File: src/rtl/arbiter_rr_pkt_n.sv
// ---------------------------------------------------------------------------
// arbiter_rr_pkt_n
//
// N-to-1 round-robin arbiter for valid/ready packet streams. A requester that
// wins arbitration keeps the grant from its first accepted beat through its
// last beat, so packets from different sources are never interleaved. The
// output side is a single registered pipeline stage that still moves one beat
// per cycle when the consumer is always ready.
//
// Parameters:
//   DWIDTH  payload width in bits
//   N       number of requesters (N >= 2)
//   SWIDTH  width of the source index, derived from N (leave at default)
//
// Ports:
//   clk        clock, all state changes on the rising edge
//   rst        asynchronous active-high reset
//   in_valid   per-requester valid          (unpacked [N-1:0])
//   in_data    per-requester payload        (unpacked [N-1:0])
//   in_last    per-requester last-beat flag (unpacked [N-1:0])
//   in_ready   per-requester ready          (unpacked [N-1:0])
//   out_valid  registered output valid
//   out_data   registered output payload
//   out_last   registered output last flag
//   out_src    index of the requester that supplied the current output beat
//   out_ready  downstream ready
// ---------------------------------------------------------------------------
module arbiter_rr_pkt_n #(
  parameter int DWIDTH = 20,
  parameter int N      = 2,
  parameter int SWIDTH = $clog2(N)
) (
  input  logic              clk,
  input  logic              rst,
  input  logic              in_valid [N-1:0],
  input  logic [DWIDTH-1:0] in_data  [N-1:0],
  input  logic              in_last  [N-1:0],
  output logic              in_ready [N-1:0],
  output logic              out_valid,
  output logic [DWIDTH-1:0] out_data,
  output logic              out_last,
  output logic [SWIDTH-1:0] out_src,
  input  logic              out_ready
);

  typedef enum logic {
    IDLE   = 1'b0,
    LOCKED = 1'b1
  } state_t;

  state_t            state_q, state_d;
  logic [SWIDTH-1:0] owner_q, owner_d;
  logic [SWIDTH-1:0] ptr_q, ptr_d;

  logic              outValid_q;
  logic [DWIDTH-1:0] outData_q;
  logic              outLast_q;
  logic [SWIDTH-1:0] outSrc_q;

  logic              load;
  logic              scanFound;
  logic [SWIDTH-1:0] scanIdx;
  logic [SWIDTH-1:0] sel;
  logic              selActive;
  logic              grantReady;
  logic              accept;
  logic              selLast;

  // Advance an index by one, wrapping from N-1 back to 0 (N need not be a
  // power of two, so plain overflow is not enough).
  function automatic logic [SWIDTH-1:0] wrapInc(input logic [SWIDTH-1:0] x);
    if (x == SWIDTH'(N - 1)) begin
      return '0;
    end
    return x + SWIDTH'(1);
  endfunction

  // The output stage can take a new beat when it is empty or its current
  // beat is leaving this cycle.
  assign load = ~outValid_q | out_ready;

  // Round-robin search used while no packet is in flight: walk the
  // requesters starting at ptr and take the first one that is valid.
  always_comb begin
    int                idx;
    logic [SWIDTH-1:0] cand;
    scanFound = 1'b0;
    scanIdx   = ptr_q;
    idx       = 0;
    cand      = '0;
    for (int k = 0; k < N; k++) begin
      idx = int'(ptr_q) + k;
      if (idx >= N) begin
        idx = idx - N;
      end
      cand = SWIDTH'(idx);
      if (!scanFound && in_valid[cand]) begin
        scanFound = 1'b1;
        scanIdx   = cand;
      end
    end
  end

  // The selected source is the scan winner when idle and the locked owner
  // otherwise. While locked the owner is offered ready even when it has no
  // valid beat, so a gap in its packet becomes a bubble downstream instead
  // of letting another requester slip in.
  always_comb begin
    sel       = scanIdx;
    selActive = scanFound;
    if (state_q == LOCKED) begin
      sel       = owner_q;
      selActive = 1'b1;
    end
  end

  assign grantReady = selActive & load & ~rst;
  assign accept     = grantReady & in_valid[sel];
  assign selLast    = in_last[sel];

  // Only the selected requester ever sees ready.
  for (genvar i = 0; i < N; i++) begin : gen_ready
    assign in_ready[i] = grantReady & (sel == SWIDTH'(i));
  end

  // Next-state logic for the packet lock and the fairness pointer. The
  // pointer only moves when a packet finishes, so a long packet does not
  // shift priority half way through.
  always_comb begin
    state_d = state_q;
    owner_d = owner_q;
    ptr_d   = ptr_q;
    case (state_q)
      IDLE: begin
        if (accept) begin
          if (selLast) begin
            ptr_d = wrapInc(sel);
          end else begin
            state_d = LOCKED;
            owner_d = sel;
          end
        end
      end
      LOCKED: begin
        if (accept && selLast) begin
          state_d = IDLE;
          ptr_d   = wrapInc(owner_q);
        end
      end
      default: begin
        state_d = IDLE;
      end
    endcase
  end

  // Arbitration state registers. Reset abandons any packet in progress and
  // hands top priority back to requester 0.
  always_ff @(posedge clk or posedge rst) begin
    if (rst) begin
      state_q <= IDLE;
      owner_q <= '0;
      ptr_q   <= '0;
    end else begin
      state_q <= state_d;
      owner_q <= owner_d;
      ptr_q   <= ptr_d;
    end
  end

  // Output pipeline register. A newly accepted beat overwrites one that is
  // leaving in the same cycle, which is what keeps throughput at one beat
  // per cycle. Payload, last and source only change on an accept, so they
  // stay stable while the consumer stalls.
  always_ff @(posedge clk or posedge rst) begin
    if (rst) begin
      outValid_q <= 1'b0;
      outData_q  <= '0;
      outLast_q  <= 1'b0;
      outSrc_q   <= '0;
    end else if (accept) begin
      outValid_q <= 1'b1;
      outData_q  <= in_data[sel];
      outLast_q  <= selLast;
      outSrc_q   <= sel;
    end else if (out_ready) begin
      outValid_q <= 1'b0;
    end
  end

  assign out_valid = outValid_q;
  assign out_data  = outData_q;
  assign out_last  = outLast_q;
  assign out_src   = outSrc_q;

endmodule

File: config.mk
export PLATFORM = sky130hd
export DESIGN_NAME = arbiter_rr_pkt_n
export DESIGN_NICKNAME = d
export VERILOG_FILES = /design/src/rtl/arbiter_rr_pkt_n.sv
export SDC_FILE = /design/constraint.sdc
export NUM_CORES = 1
export LEC_CHECK = 0
export CAP_MARGIN = 10
export CORE_ASPECT_RATIO = 1.25
export CORE_MARGIN = 3
export CORE_UTILIZATION = 35
export DETAILED_ROUTE_END_ITERATION = 6
export GPL_ROUTABILITY_DRIVEN = 0
export GPL_TIMING_DRIVEN = 0
export HOLD_SLACK_MARGIN = 0.02
export PLACE_DENSITY = 0.73
export SLEW_MARGIN = 20
export SYNTH_ARGS = -nofsm -noshare
export SYNTH_HDL_FRONTEND = slang
export SYNTH_SLANG_ARGS = --single-unit
File: constraint.sdc
create_clock -name clk -period 2.1 [get_ports clk]
set_input_delay 0.63 -clock clk [delete_from_list [all_inputs] [get_ports clk]]
set_output_delay 0.63 -clock clk [all_outputs]
set_load 0.02 [all_outputs]
==> results.md <==
Outcome:
- The run finished, with violations left.
- The checks that failed: setup timing.

Floorplanning:
- The number of rows created at floorplan is 24.
- The region available for standard cell placement spans 0.00354 mm^2.
- The die height is 74.4 um.
- The starting density of the core is 0.370.
- The full die area is 0.00452 mm^2.
- Pin placement for this block handled 72 I/O pins.
- The horizontal die dimension is 60.7 um.

Placed design:
- In this run, placement finished with an instance count of 236.
- The minimum setup slack after placement is -1460 ps.
- Summed over all nets, the half-perimeter wirelength after detailed placement is 2.87 mm.
- In this run the tool buffered the top-level ports with 71 buffer cells.
- The placement-stage cell area is 0.00209 mm^2.

Worst setup path:
- The number of cells on the worst reg-to-reg path is 5.
- The cell with the most instances on the worst path is buf_8.
- The data required time of the worst path is 1470 ps.
- Walking the worst path, the cells encountered are buf_8 -> maj3_2 -> o21ai_4 -> buf_8 -> inv_4 -> nor2_4 -> buf_6.
- The cell at the slowest stage of the critical path is maj3_2.
- On the worst path, the slowest cell contributes a delay of 330 ps.
- STA classifies the critical path endpoint as a primary output.
- In this design, the largest share of critical-path delay is due to buffers and inverters.
- The type of the worst setup path is primary input to primary output.
- The critical path contains buffers and inverters numbering 4 combined.
- In this run the number of cells on the critical path is 7.
- STA classifies the critical path startpoint as a primary input.
- The largest fanout of any net on the critical path is 5.
- STA puts the critical path data arrival time at 1570 ps.

Clocking:
- After clock tree synthesis, the clock-pin slew on the worst setup and hold paths is 90 ps.
- Clock tree synthesis found a total of 26 sinks.
- The CTS tree is done.
- The worst-skew pair later-pin latency is 260 ps.
- The number of CTS-inserted buffers is 3.
- In this run the number of H-tree levels came out at 1.
- The tree is rooted in a clkbuf_8.
- The worst-case clock buffer depth is 2.

Finish:
- Registers take 651 um^2.
- After the last flow step, the layout net total stands at 254.
- Once layout is complete, the utilization of the core stands at 0.622.
- The finished layout holds 244 standard cells, fillers aside.
- The multi-input combinational cells in the finished layout cover a total of 622 um^2.
- The area added between synthesis and finish is 68.1%.
- The fraction of layout cells with a size suffix above 1 is 0.185.
- The layout has 298 filler cells.
- In the layout the commonest cells are 65 x clkdlybuf4s50_1, 26 x dfrtp_1, 24 x nor2_1.
- The post-layout instance area is 0.00220 mm^2.
- The number of diodes is 0.
- The most frequent standard cell in the layout excluding fill and tap cells is clkdlybuf4s50_1.

STA:
- After layout, the worst setup slack is -97.8 ps.
- The part of the cycle the worst path needs is 1.05.
- The transition at the pin with the smallest max-transition slack is 943 ps.
- Setup repair after global routing could not meet its margin everywhere.
- Setup violations remaining at the end of the flow were counted as 2.
- Final hold analysis gives a worst-case slack of 523 ps.
- Derived from the worst setup path, the maximum achievable clock frequency is 0.455 GHz.
- The setup TNS after final layout is -185 ps.
- The minimum period implied by the final worst setup slack is 2200 ps.
- The worst-case clock skew is 2.16 ps.
- Measured against its own limit, the worst slew margin works out to 0.368.
- The number of hold violations in the final report is 0.
- The final number of max-transition violations is 0.

Synthesis:
- Summed over all instances, the cell type with the most area after synthesis is dfrtp_1.
- By area the synthesized netlist is led by dfrtp_1 50%, mux2i_1 17%, nor2_1 7.4%.
- In the synthesized netlist, the number of instances is 126.
- The cell area after synthesis is 0.00131 mm^2.
- The total of warnings raised by yosys is 0.
- The post-synthesis share of cell area spent on full adders, half adders and majority gates is 0.00859.
- The count of distinct cell types in the synthesized netlist is 22.
- Of the total synthesized cell area, the portion taken by XOR and XNOR cells is 0.
- The number of nets produced by synthesis is 173.
- The number of flip-flops and latches in the synthesized netlist is 26.
- The simple-gate area share of the yosys netlist is 0.104.
- Each instance of the synthesized netlist takes up on average 10.4 um^2.
- The fraction of the mapped netlist area in compound gates is 0.165.
- The dominant combinational cell family by area after synthesis is multiplexers.
- The multiplexer fraction of the synthesized cell area is 0.177.
- The proportion of synthesized chip area in sequential cells is 0.496.
- The share of synthesized area in the top cell type comes to 0.496.

Detailed routing:
- The first routing iteration left 44 violations.
- The average detailed-routed wire length per instance is 15.2 um.
- The highest layer touched by signal routing is met4.
- Once detail routing completed, the nets flagged for antenna violations numbered 0.
- After detailed routing, the number of vias per cell comes to 4.96.
- The met1 wire length is 1.45 mm.
- The via count is 1,210.
- The total length of routed met3 wires is 144 um.
- Summed over all nets, wire length on met2 after detailed routing comes to 2.08 mm.
- The final wirelength is 3.71 mm.
- The first-pass iteration count of the detailed router is 4.
- The post-route DRC violation count is 0.

Pwr:
- The combinational fraction of design power is 0.602.
- Of the total power, the share spent switching nets is 0.401.
- Internal power comes to 1.74 mW.
- The power dissipated by switching net loads is 1.16 mW.
- The share of total power dissipated in sequential elements is 0.302.
- The share of total power dissipated in the clock network is 0.096.
- The peak supply drop is 662 uV.
- The total power divided by cell area is 1310 mW/mm^2.
- The analysis attributes to cell leakage a power of 0.979 nW.
- After layout, the design draws a total of 2.90 mW.

Global route:
- The via count of the first global-routing pass is 1,307.
- The global-route wire length before repair is 6.17 mm.
- The largest net degree at the start of global routing is 27.
- The number of antenna violations at the first check in global routing is 0.
- For this run, the total global-route usage over all layers was measured as 0.181.
- The total overflow left after global routing is 0.

Job:
- The number of maximum-capacitance violations is 0.

Hold path:
- The path class of the tightest hold or removal check is flip-flop to flip-flop.
- The count of cells along the worst hold path is 1.
[worst register-to-register path, stage by stage (launching register included)]
cell and delay [ps]:
dfrtp_1 390, nor2b_2 180, nor3_1 340, a21boi_4 370, buf_2 340, a21oi_1 110
[metal layers]
metal  vias up  GRT usage
met1       588      0.221
met5         -          0
met4         0     0.0434
met2        34      0.333
li1        586          -
met3         2     0.0208
[registers in the layout, indices dropped and copies added (netlist names), named ones only]
| name | flops |
|---|---|
| out_data | 20 |
| ptr_q | 1 |
| out_src | 1 |
| out_valid | 1 |
| owner_q | 1 |
| out_last | 1 |
[cells in the mapped netlist, drive strengths merged]
master   number
dfrtp        26
nor2         26
a21oi        24
mux2i        22
buf           6
inv           4
nand2         4
o21ai         4
a21boi        1
clkbuf        1
maj3          1
mux2          1
nand2b        1
nor2b         1
nor3          1
o2bb2ai       1
o31ai         1
or2           1
[layout make-up]
class	count	area share
Timing Repair Buffer	77	0.348
Sequential cell	26	0.295
Multi-Input combinational cell	89	0.282
Buffer	6	0.0227
Tap cell	39	0.0221
Clock buffer	3	0.0187
Inverter	4	0.0114
[what timing repair did]
item / CTS / global route
gates resized for setup: 34 / 0
endpoints found under the setup margin: 26 / 2
hold buffers: 0 / 0
buffers inserted: 5 / 1
pin swaps: 4 / 0
[logic make-up (layout without fill, tap and decap cells)]
group	after synthesis	in the layout
AND/OR/NAND/NOR	34	34
AO/OA/AOI/OAI	31	31
flip-flops	26	26
multiplexers	23	23
buffers and inverters	11	90
adder cells (fa/ha/maj)	1	1
[power groups by stage]
stage | Sequential, mW | Clock, mW | Combinational [mW]
4_1_cts | 0.880 | 0.281 | 1.76
5_1_grt | 0.910 | 0.298 | 1.87
3_5_place_dp | 0.858 | 0 | 1.70
2_1_floorplan | 1.11 | 0 | 0.751
6_report | 0.876 | 0.277 | 1.75
3_3_place_gp | 0.845 | 0 | 1.67
[worst paths after layout]
path	endpoint	slack, ps	startpoint
worst max-delay path	in_ready[1]	-100	in_valid[0]
worst min-delay path	ptr_q$_DFFE_PP0P_	520	ptr_q$_DFFE_PP0P_
worst max register to register	out_data[5]$_DFFE_PP0P_	260	out_valid$_DFFE_PP0P_
worst min register to register	ptr_q$_DFFE_PP0P_	520	ptr_q$_DFFE_PP0P_
max in group asynchronous	out_data[5]$_DFFE_PP0P_	1020	rst
min in group asynchronous	out_data[18]$_DFFE_PP0P_	640	rst
Power figures use the tool's default switching activity.
